--- config.mk ---
export PLATFORM = sky130hd
export DESIGN_NAME = pipeline_hazard_ctrl
export DESIGN_NICKNAME = d
export VERILOG_FILES = /design/src/rtl/pipeline_hazard_ctrl.sv
export SDC_FILE = /design/constraint.sdc
export NUM_CORES = 1
export LEC_CHECK = 0
export CORE_ASPECT_RATIO = 1.5
export CORE_MARGIN = 2
export CORE_UTILIZATION = 48
export CTS_CLUSTER_DIAMETER = 40
export DETAILED_ROUTE_END_ITERATION = 10
export PLACE_DENSITY = 0.79
export RECOVER_POWER = 100
export SYNTH_ARGS = -nofsm -noshare
export SYNTH_HDL_FRONTEND = slang
export SYNTH_SLANG_ARGS = --single-unit
--- constraint.sdc ---
create_clock -name clk -period 2.23 [get_ports clk]
set_clock_uncertainty 0.2 [all_clocks]
set_input_delay 0.446 -clock clk [delete_from_list [all_inputs] [get_ports clk]]
set_output_delay 0.446 -clock clk [all_outputs]
set_load 0.02 [all_outputs]
--- src/rtl/pipeline_hazard_ctrl.sv ---
// Pipeline hazard controller: load-use stall, jump/branch squash, dmem freeze, timeout halt.
// Ports: clk/reset, ID/EX/MEM hazard inputs -> stage write-enables, flushes, pc_sel, halted, perf counters.
module pipeline_hazard_ctrl #(
  parameter int CNT_W    = 16,
  parameter int WAIT_MAX = 15
) (
  input  logic             clk,
  input  logic             reset,
  input  logic [4:0]       id_rs,
  input  logic [4:0]       id_rt,
  input  logic             id_uses_rt,
  input  logic             ex_mem_read,
  input  logic [4:0]       ex_rt,
  input  logic             ex_jump,
  input  logic             mem_branch_taken,
  input  logic             mem_access,
  input  logic             dmem_ready,
  output logic             pc_we,
  output logic [1:0]       pc_sel,
  output logic             ifid_we,
  output logic             ifid_flush,
  output logic             idex_we,
  output logic             idex_flush,
  output logic             exmem_we,
  output logic             exmem_flush,
  output logic             halted,
  output logic [CNT_W-1:0] stall_cnt,
  output logic [CNT_W-1:0] flush_cnt,
  output logic [CNT_W-1:0] wait_cnt
);

  typedef enum logic [1:0] {
    S_RUN  = 2'd0,
    S_WAIT = 2'd1,
    S_HALT = 2'd2
  } state_e;

  localparam logic [7:0]       TMO_LAST = 8'(WAIT_MAX - 1);
  localparam logic [CNT_W-1:0] CNT_MAX  = '1;
  localparam logic [CNT_W-1:0] CNT_ONE  = CNT_W'(1);

  state_e           state_q, state_d;
  logic [7:0]       tmo_q, tmo_d;
  logic             halted_q, halted_d;
  logic [CNT_W-1:0] stall_q, stall_d;
  logic [CNT_W-1:0] flush_q, flush_d;
  logic [CNT_W-1:0] wait_q, wait_d;

  logic frz, lu, sel_br, sel_j, sel_lu;

  function automatic logic [CNT_W-1:0] sat_inc(
    input logic [CNT_W-1:0] v
  );
    return (v == CNT_MAX) ? v : v + CNT_ONE;
  endfunction

  assign frz = mem_access & ~dmem_ready;
  assign lu  = ex_mem_read & (ex_rt != 5'd0) &
               ((ex_rt == id_rs) |
                (id_uses_rt & (ex_rt == id_rt)));

  // One-hot decode selectors: branch beats jump beats load-use.
  assign sel_br = mem_branch_taken;
  assign sel_j  = ex_jump & ~mem_branch_taken;
  assign sel_lu = lu & ~ex_jump & ~mem_branch_taken;

  always_comb begin
    state_d     = state_q;
    tmo_d       = tmo_q;
    halted_d    = halted_q;
    stall_d     = stall_q;
    flush_d     = flush_q;
    wait_d      = wait_q;
    pc_we       = 1'b0;
    pc_sel      = 2'b00;
    ifid_we     = 1'b0;
    ifid_flush  = 1'b0;
    idex_we     = 1'b0;
    idex_flush  = 1'b0;
    exmem_we    = 1'b0;
    exmem_flush = 1'b0;
    if (!reset) begin
      unique case (state_q)
        S_RUN, S_WAIT: begin
          if (frz) begin
            wait_d = sat_inc(wait_q);
            tmo_d  = tmo_q + 8'd1;
            if (tmo_q == TMO_LAST) begin
              state_d  = S_HALT;
              halted_d = 1'b1;
            end else begin
              state_d = S_WAIT;
            end
          end else begin
            state_d  = S_RUN;
            tmo_d    = 8'd0;
            pc_we    = 1'b1;
            ifid_we  = 1'b1;
            idex_we  = 1'b1;
            exmem_we = 1'b1;
            unique case (1'b1)
              sel_br: begin
                pc_sel      = 2'b01;
                ifid_flush  = 1'b1;
                idex_flush  = 1'b1;
                exmem_flush = 1'b1;
                flush_d     = sat_inc(flush_q);
              end
              sel_j: begin
                pc_sel     = 2'b10;
                ifid_flush = 1'b1;
                idex_flush = 1'b1;
                flush_d    = sat_inc(flush_q);
              end
              // Hold PC and IF/ID; the bubble clears ex_mem_read next cycle.
              sel_lu: begin
                pc_we      = 1'b0;
                ifid_we    = 1'b0;
                idex_flush = 1'b1;
                stall_d    = sat_inc(stall_q);
              end
              default: ;
            endcase
          end
        end
        S_HALT: ;
        default: state_d = S_HALT;
      endcase
    end
  end

  always_ff @(posedge clk) begin
    if (reset) begin
      state_q  <= S_RUN;
      tmo_q    <= 8'd0;
      halted_q <= 1'b0;
      stall_q  <= '0;
      flush_q  <= '0;
      wait_q   <= '0;
    end else begin
      state_q  <= state_d;
      tmo_q    <= tmo_d;
      halted_q <= halted_d;
      stall_q  <= stall_d;
      flush_q  <= flush_d;
      wait_q   <= wait_d;
    end
  end

  assign halted    = halted_q;
  assign stall_cnt = stall_q;
  assign flush_cnt = flush_q;
  assign wait_cnt  = wait_q;

endmodule
Yosys cells after proc, flatten, opt, wreduce, memory -nomap -nowiden
Cells that the tools add are included.
- register bits: 59
- bits of input ports: 23
- $add $sub $neg: 4
- equal/unequal tests: 8
- muxes and demuxes: 27
- bitwise gates (word level): 15
- reduce and logical (&&, ||, !) cells: 9
- operator list (kind ; number):
    $add A16 B1 Y16 const B ; 3
    $eq A16 B16 Y1 const B ; 3
    $mux W1 ; 19
    $eq A5 B5 Y1 ; 2
    $mux W2 ; 5
    $add A8 B1 Y8 const B ; 1
    $eq A8 B4 Y1 const B ; 1
    $mux W8 ; 1
    $pmux W2 S2 ; 2
    $reduce_and A4 Y1 ; 2
    $and A1 B1 Y1 ; 7
    $not A1 Y1 ; 7
    $reduce_and A3 Y1 ; 2
    $reduce_bool A5 Y1 ; 1
    $reduce_or A2 Y1 ; 2
    $reduce_or A3 Y1 ; 1
    $eq A2 B1 Y1 const B ; 1
    $eq A2 B2 Y1 const B ; 1
    $logic_not A2 Y1 ; 1
    $or A1 B1 Y1 ; 1

Longest topological paths before layout
Gate-level depths: netlist of run 1.
- depth after elaboration: 11
- depth in mapped cells: 8
- mapped depth without buffers: 7

Worst setup path before layout of run 1
Ideal clock, no wire load.
- path kind: in2out
- start point: in mem_access
- end point: out idex_flush
- arrival time: 1860 ps
- required time: 1584 ps
- slack: -276 ps
- cell stages on the path: 5
- buffers on the path: 1
- path through: nor2b_4 > or2_0 > buf_6 > nor2_1 > a21boi_0
- longest elaborated chain between the ends: 4
- ends and longest elaborated chain (element ; RTL line ; text):
    start: declaration ; 16 ; input logic mem_access,
    $and A1 B1 Y1 ; 57 ; assign frz = mem_access & ~dmem_ready;
    $mux W1 ; 85 ; if (frz) begin
    $mux W1 ; 83 ; unique case (state_q)
    $mux W1 ; 82 ; if (!reset) begin
    end: declaration ; 23 ; output logic idex_flush,
No other way between the ends.

Worst setup path in the final report of run 1
- start point: in ex_rt[2]
- end point: out ifid_we
- longest elaborated chain between the ends: 10
- elaborated cells between the ends (all ways): 13
- those cells by class: eq/ne: 2; mux: 4; bitwise: 6; reduce/logical: 1
- ends and longest elaborated chain (element ; RTL line ; text):
    start: declaration ; 13 ; input logic [4:0] ex_rt,
    $eq A5 B5 Y1 ; 60 ; (id_uses_rt & (ex_rt == id_rt)));
    $and A1 B1 Y1 ; 60 ;
    $or A1 B1 Y1 ; 59 ; ((ex_rt == id_rs) |
    $and A1 B1 Y1 * ; 58 ; assign lu = ex_mem_read & (ex_rt != 5'd0) &
    $and A1 B1 Y1 * (2 in series) ; 65 ; assign sel_lu = lu & ~ex_jump & ~mem_branch_taken;
    $mux W1 * ; 101 ; unique case (1'b1)
    $mux W1 * ; 85 ;
    $mux W1 * ; 83 ;
    $mux W1 * ; 82 ;
    end: declaration ; 20 ; output logic ifid_we,
Every way passes the cells marked *; elsewhere a longest branch is shown, timed or not.

==> results.py, run 1 <==
metrics = {
    "run_status": {
        "status": "finished with violations",
        "failed_checks": "setup timing",
    },
    "routing": {
        "wl_met2_um": 4146,
        "top_layer": "met4",
        "wirelength_um": 7490,
        "firstDrtPassIters": 4,
        "routed-via-count": 2856,
        "vias_per_cell": 5.309,
        "drt_iter0_markers": 133,
        "wl_met3_um": 473,
        "ant_nets": 0,
        "wl_met1_um": 2760,
        "drc": 0,
        "routedWlPerCell_um": 13.92,
    },
    "sta": {
        "hold_ws_ns": 0.2670,
        "layout_worst_path_cycle_share": 1.004,
        "hold_viol": 0,
        "max_freq_mhz": 446.6,
        "grt_setup_unrepaired": "yes",
        "slew_headroom": 0.7429,
        "drv_slew": 0,
        "final.min_clock_period_ns": 2.239,
        "finalSetupViolCount": 2,
        "worst_slack_ns": -0.009118,
        "worst_slew_pin_slew_ns": 0.3824,
        "tns_ns": -0.01788,
    },
    "pwr": {
        "powerDensity_nw_per_um2": 534.6,
        "total_power_mw": 2.290,
        "vdd_drop_max_mv": 0.4676,
        "total_leakage_power_nw": 1.811,
    },
    "die": {
        "io-pin-count": 81,
        "rows": 35,
        "die_y_um": 100.2,
        "initial_utilization": 0.4901,
        "core_um2": 6043,
        "die-width_um": 68.14,
        "die_area_um2": 6827,
    },
    "setup_path": {
        "worstPathRequired_ns": 1.58,
        "end_kind": "output port",
        "worst-path-max-fanout": 2,
        "cp_data_arrival_time_ns": 1.59,
        "setup.worst_path.start_class": "input port",
        "r2r_start": "stall_cnt[8]",
        "crit_type": "in -> out",
        "critPathLaunch": "ex_rt[2]",
    },
    "cts": {
        "htree_levels": 3,
        "cts_made_buffers": 9,
        "clk_latency_ns": 0.33,
        "clock-root-buffer": "clkbuf_8",
        "cts.hold.buffers_added": 0,
        "cts.path.max_buffers": 2,
        "clock-sinks": 58,
        "path_clk_slew_ns": 0.06,
        "cts_tree": "yes",
    },
    "logic_synthesis": {
        "ys_types": 46,
        "yosys_warnings": 0,
        "ys_ff_latch": 58,
        "synth_ff_type": "dfxtp_1",
        "synth_seq_area_share": 0.3921,
        "netlist_instances": 342,
        "postSynthAreaPerCell_um2": 8.660,
        "synth_edf_count": 0,
        "synth_fp_nets": 370,
        "syn-cell-area_um2": 2962,
        "synthArstFlopShare": 0,
    },
    "final_layout": {
        "final_common_cell": "nor2_1",
        "drive_gt1_frac": 0.2241,
        "nets": 488,
        "final_cell_mix": "nor2_1, dfxtp_1, dlygate4sd3_1",
        "post-route-util": 0.7089,
        "fill_cells": 476,
        "area_delta_synth_final_pct": 44.66,
        "n_antenna_cell": 0,
    },
    "worst_hold_path": {
        "hp-start": "halted",
        "hp-class": "reg -> reg",
    },
    "placed_design": {
        "place_congestion": 0.8502,
        "pre_cts_slack_ns": -0.9255,
        "place_hpwl_um": 5582,
        "io_buffer_count": 80,
    },
    "global_routing": {
        "grt_antenna_before_repair": 0,
        "grt_overflow_total": 0,
        "grt_max_degree": 32,
        "grt_util_all_layers": 0.2335,
        "grt_pass1_wl_um": 12220,
        "grt_pass1_vias": 2861,
    },
    "run": {
        "cap_violations": 0,
    },
}
[state kept, by name, summed over array words and instances, names as in the netlist]
signal	cells
flush_cnt	16
stall_cnt	16
wait_cnt	16
tmo_q	8
halted	1
state_q	1
[stage by stage]
step	area, um2	std cells
floorplan	2973	342
global placement	4049	519
detailed placement	4049	519
CTS	4333	538
global route	4284	538
finish	4284	538
[layout make-up]
cell class	instances	area (um2)	share of cell area
multi-input combinational	265	1785	0.4168
clock inverter	2	35.03	0.008178
tap	74	92.59	0.02161
sequential	58	1164	0.2716
timing repair buffer	120	1016	0.2371
clock buffer	13	168.9	0.03943
inverter	6	22.52	0.005257
[critical path, stage by stage]
cell	delay, ns
buf_6	0.10
or3_4	0.37
o311a_4	0.33
nand2_4	0.09
and2_4	0.15
buf_6	0.11
[layer usage]
| metal | GRT usage | up-vias |
|---|---|---|
| li1 | - | 1422 |
| met1 | 0.2333 | 1340 |
| met2 | 0.4466 | 83 |
| met3 | 0.05157 | 11 |
| met4 | 0.08769 | 0 |
| met5 | 0 | - |
[logic make-up (layout without fill, tap and decap cells)]
family / after synthesis / count (layout) / share of synthesized area
mux: 7 / 7 / 0.02493
compound gates: 29 / 29 / 0.06717
flops: 58 / 58 / 0.3921
fa+ha+maj: 5 / 5 / 0.02112
simple gates: 176 / 176 / 0.3173
xor+xnor: 48 / 48 / 0.1420
buf+inv: 19 / 141 / 0.03548
[synthesized netlist by cell type, types with 4 or more instances]
cell type / instances / area, um2
nor2_1: 62 / 232.7
dfxtp_1: 58 / 1161
xor2_1: 26 / 227.7
nand2_1: 22 / 82.58
xnor2_1: 22 / 192.7
nand3_1: 19 / 95.09
nand4_1: 18 / 112.6
a21oi_1: 13 / 65.06
and4_1: 7 / 61.31
or3_1: 7 / 43.79
clkbuf_1: 6 / 22.52
inv_1: 6 / 22.52
nor3_1: 6 / 30.03
o21ai_0: 6 / 30.03
and3_1: 5 / 31.28
ha_1: 5 / 62.56
or4_1: 5 / 37.54
mux2i_1: 4 / 40.04
nor2b_1: 4 / 25.02
[final timing paths]
kind,end,slack (ns),depth (start not counted)
max,ifid_we,-0.009,6
max reg2reg,stall_cnt[13],0.11,6
min,halted,0.27,2
min reg2reg,halted,0.27,2
[power breakdown]
part | switching, mW | total, mW | internal, mW
combinational | 0.118 | 0.237 | 0.118
clock | 0.398 | 0.997 | 0.600
sequential | 0.0114 | 1.06 | 1.04
[timing repair]
action | 4_1_cts | 5_1_grt
endpoints found under the setup margin | 29 | 10
buffers inserted | 4 | 0
gates resized for setup | 99 | 19
pin swaps | 21 | 16
cloned | 0 | 0
Note: power is estimated with default switching activity, not from simulation.
==> run 2: changes to the inputs <==
CORE_ASPECT_RATIO = 1.4   (was 1.5)
==> results.py, run 2 (same netlist as run 1, synthesis figures left out) <==
metrics = {
    "run_status": {
        "status": "finished with violations",
        "failed_checks": "setup timing",
    },
    "routing": {
        "routed-via-count": 2829,
        "routedWlPerCell_um": 13.68,
        "firstDrtPassIters": 4,
        "drt_iter0_markers": 84,
        "ant_nets": 0,
        "drc": 0,
        "wirelength_um": 7237,
        "vias_per_cell": 5.348,
    },
    "final_layout": {
        "final_cell_mix": "nor2_1, dfxtp_1, dlygate4sd3_1",
        "nets": 485,
        "fill_cells": 494,
        "final_common_cell": "nor2_1",
        "n_antenna_cell": 0,
        "area_delta_synth_final_pct": 42.46,
        "drive_gt1_frac": 0.1917,
    },
    "setup_path": {
        "r2r_start": "stall_cnt[0]",
        "worst-path-buf-inv": 2,
        "path_depth": 6,
        "critPathLaunch": "ex_rt[2]",
        "end_kind": "output port",
        "worstPathRequired_ns": 1.58,
        "crit_slowest_cell": "or3_4",
        "worst-path-max-fanout": 2,
        "cp_cell_sequence": "buf_8 -> or3_4 -> o311a_4 -> nand2_4 -> and2_4 -> buf_6",
        "crit_type": "in -> out",
        "cp_top_family": "simple AND/OR/NAND/NOR gates",
        "regToRegEndpoint": "stall_cnt[2]",
        "cp_data_arrival_time_ns": 1.60,
        "setup.worst_path.start_class": "input port",
        "reg2regPathDepth": 9,
        "slowest_delay_ns": 0.37,
        "r2r_slack_ns": 0.10,
    },
    "pwr": {
        "total_power_mw": 2.098,
        "powerDensity_nw_per_um2": 497.4,
        "total_leakage_power_nw": 1.760,
        "vdd_drop_max_mv": 0.4511,
    },
    "worst_hold_path": {
        "whs_path_depth": 2,
        "hp-start": "halted",
        "hp-class": "reg -> reg",
        "hold_end": "halted",
    },
    "sta": {
        "drv_slew": 0,
        "worst_slack_ns": -0.01482,
        "hold_viol": 0,
        "slew_headroom": 0.6897,
        "layout_worst_path_cycle_share": 1.007,
        "final.min_clock_period_ns": 2.245,
        "max_freq_mhz": 445.5,
        "finalSetupViolCount": 2,
        "worst_slew_pin_slew_ns": 0.4616,
        "hold_ws_ns": 0.2744,
        "grt_setup_unrepaired": "yes",
    },
    "cts": {
        "clock-sinks": 58,
        "clk_latency_ns": 0.33,
        "cts_made_buffers": 9,
        "cts_tree": "yes",
        "clock-root-buffer": "clkbuf_8",
        "cts.path.max_buffers": 2,
        "path_clk_slew_ns": 0.06,
        "htree_levels": 3,
    },
    "global_routing": {
        "grt_pass1_wl_um": 12290,
        "grt_pass1_vias": 2817,
        "grt_util_all_layers": 0.2183,
        "grt_overflow_total": 0,
        "grt_antenna_before_repair": 0,
        "grt_max_degree": 49,
    },
    "placed_design": {
        "io_buffer_count": 80,
        "place_hpwl_um": 5403,
        "place_congestion": 0.7956,
    },
    "die": {
        "die-width_um": 70.39,
        "die_area_um2": 6823,
        "initial_utilization": 0.5016,
        "core_um2": 5904,
        "io-pin-count": 81,
        "rows": 33,
        "die_y_um": 96.94,
    },
    "run": {
        "cap_violations": 0,
    },
}
[run 2: cell types whose count changed in the layout (fill, tap and decap cells not counted), moves of 3 or more]
| cell | delta |
|---|---|
| buf_4 | +3 |
| clkbuf_2 | -10 |
| dlygate4sd2_1 | +4 |
| xnor2_1 | +3 |
| xnor2_2 | -3 |
[run 2: worst register-to-register path, cell delays in order (launching register included)]
cell      delay [ns]
dfxtp_1         0.42
ha_1            0.23
nand4_1         0.13
nor4_2          0.37
nor2_4          0.07
clkbuf_1        0.14
nand4_1         0.14
buf_4           0.13
xnor2_1         0.11
nor2b_1         0.14
[run 2: repair_timing]
item | 4_1_cts | 5_1_grt
pin swaps | 18 | 15
setup endpoints to repair | 29 | 16
resized for setup | 85 | 19
setup buffers | 1 | 0
hold buffers | 0 | 0
[run 2: cell type report]
| class | count | area (um2) | share of cell area |
|---|---|---|---|
| multi-input combinational | 265 | 1768 | 0.4190 |
| tap | 70 | 87.58 | 0.02076 |
| inverter | 6 | 22.52 | 0.005338 |
| timing repair buffer | 117 | 1020 | 0.2417 |
| clock buffer | 13 | 158.9 | 0.03766 |
| sequential | 58 | 1162 | 0.2755 |
[run 2: worst max path at each step]
stage | end | slack [ns]
2_1_floorplan | pc_we | -0.03
3_3_place_gp | pc_we | -0.83
3_5_place_dp | pc_we | -0.87
4_1_cts | pc_we | -0.04
5_1_grt | stall_cnt[3] | -0.07
6_report | pc_we | -0.01
[run 2: layer usage]
metal | vias to the layer above | wire [um] | GRT usage
met5 | - | 0 | 0
li1 | 1412 | - | -
met1 | 1328 | 2877 | 0.2427
met2 | 75 | 3785 | 0.3832
met4 | 0 | 178 | 0.1139
met3 | 14 | 395 | 0.04479
[run 2: metrics by stage]
stage	utilization	setup slack (ns)	TNS, ns	instances	area [um2]
3_3_place_gp	0.6849	-0.8304	-19.63	515	4044
6_report	0.7146	-0.01482	-0.02877	529	4219
2_1_floorplan	-	-0.02964	-0.02964	342	2973
4_1_cts	0.7116	-0.04411	-0.1134	529	4202
5_1_grt	0.7146	-0.06789	-0.3197	529	4219
3_5_place_dp	0.6849	-0.8718	-21.01	515	4044
[run 2: power breakdown]
part           leakage [nW]  switching [mW]  internal [mW]
logic                  1.21           0.112          0.112
registers             0.468          0.0116           1.05
clock network        0.0815           0.372          0.446
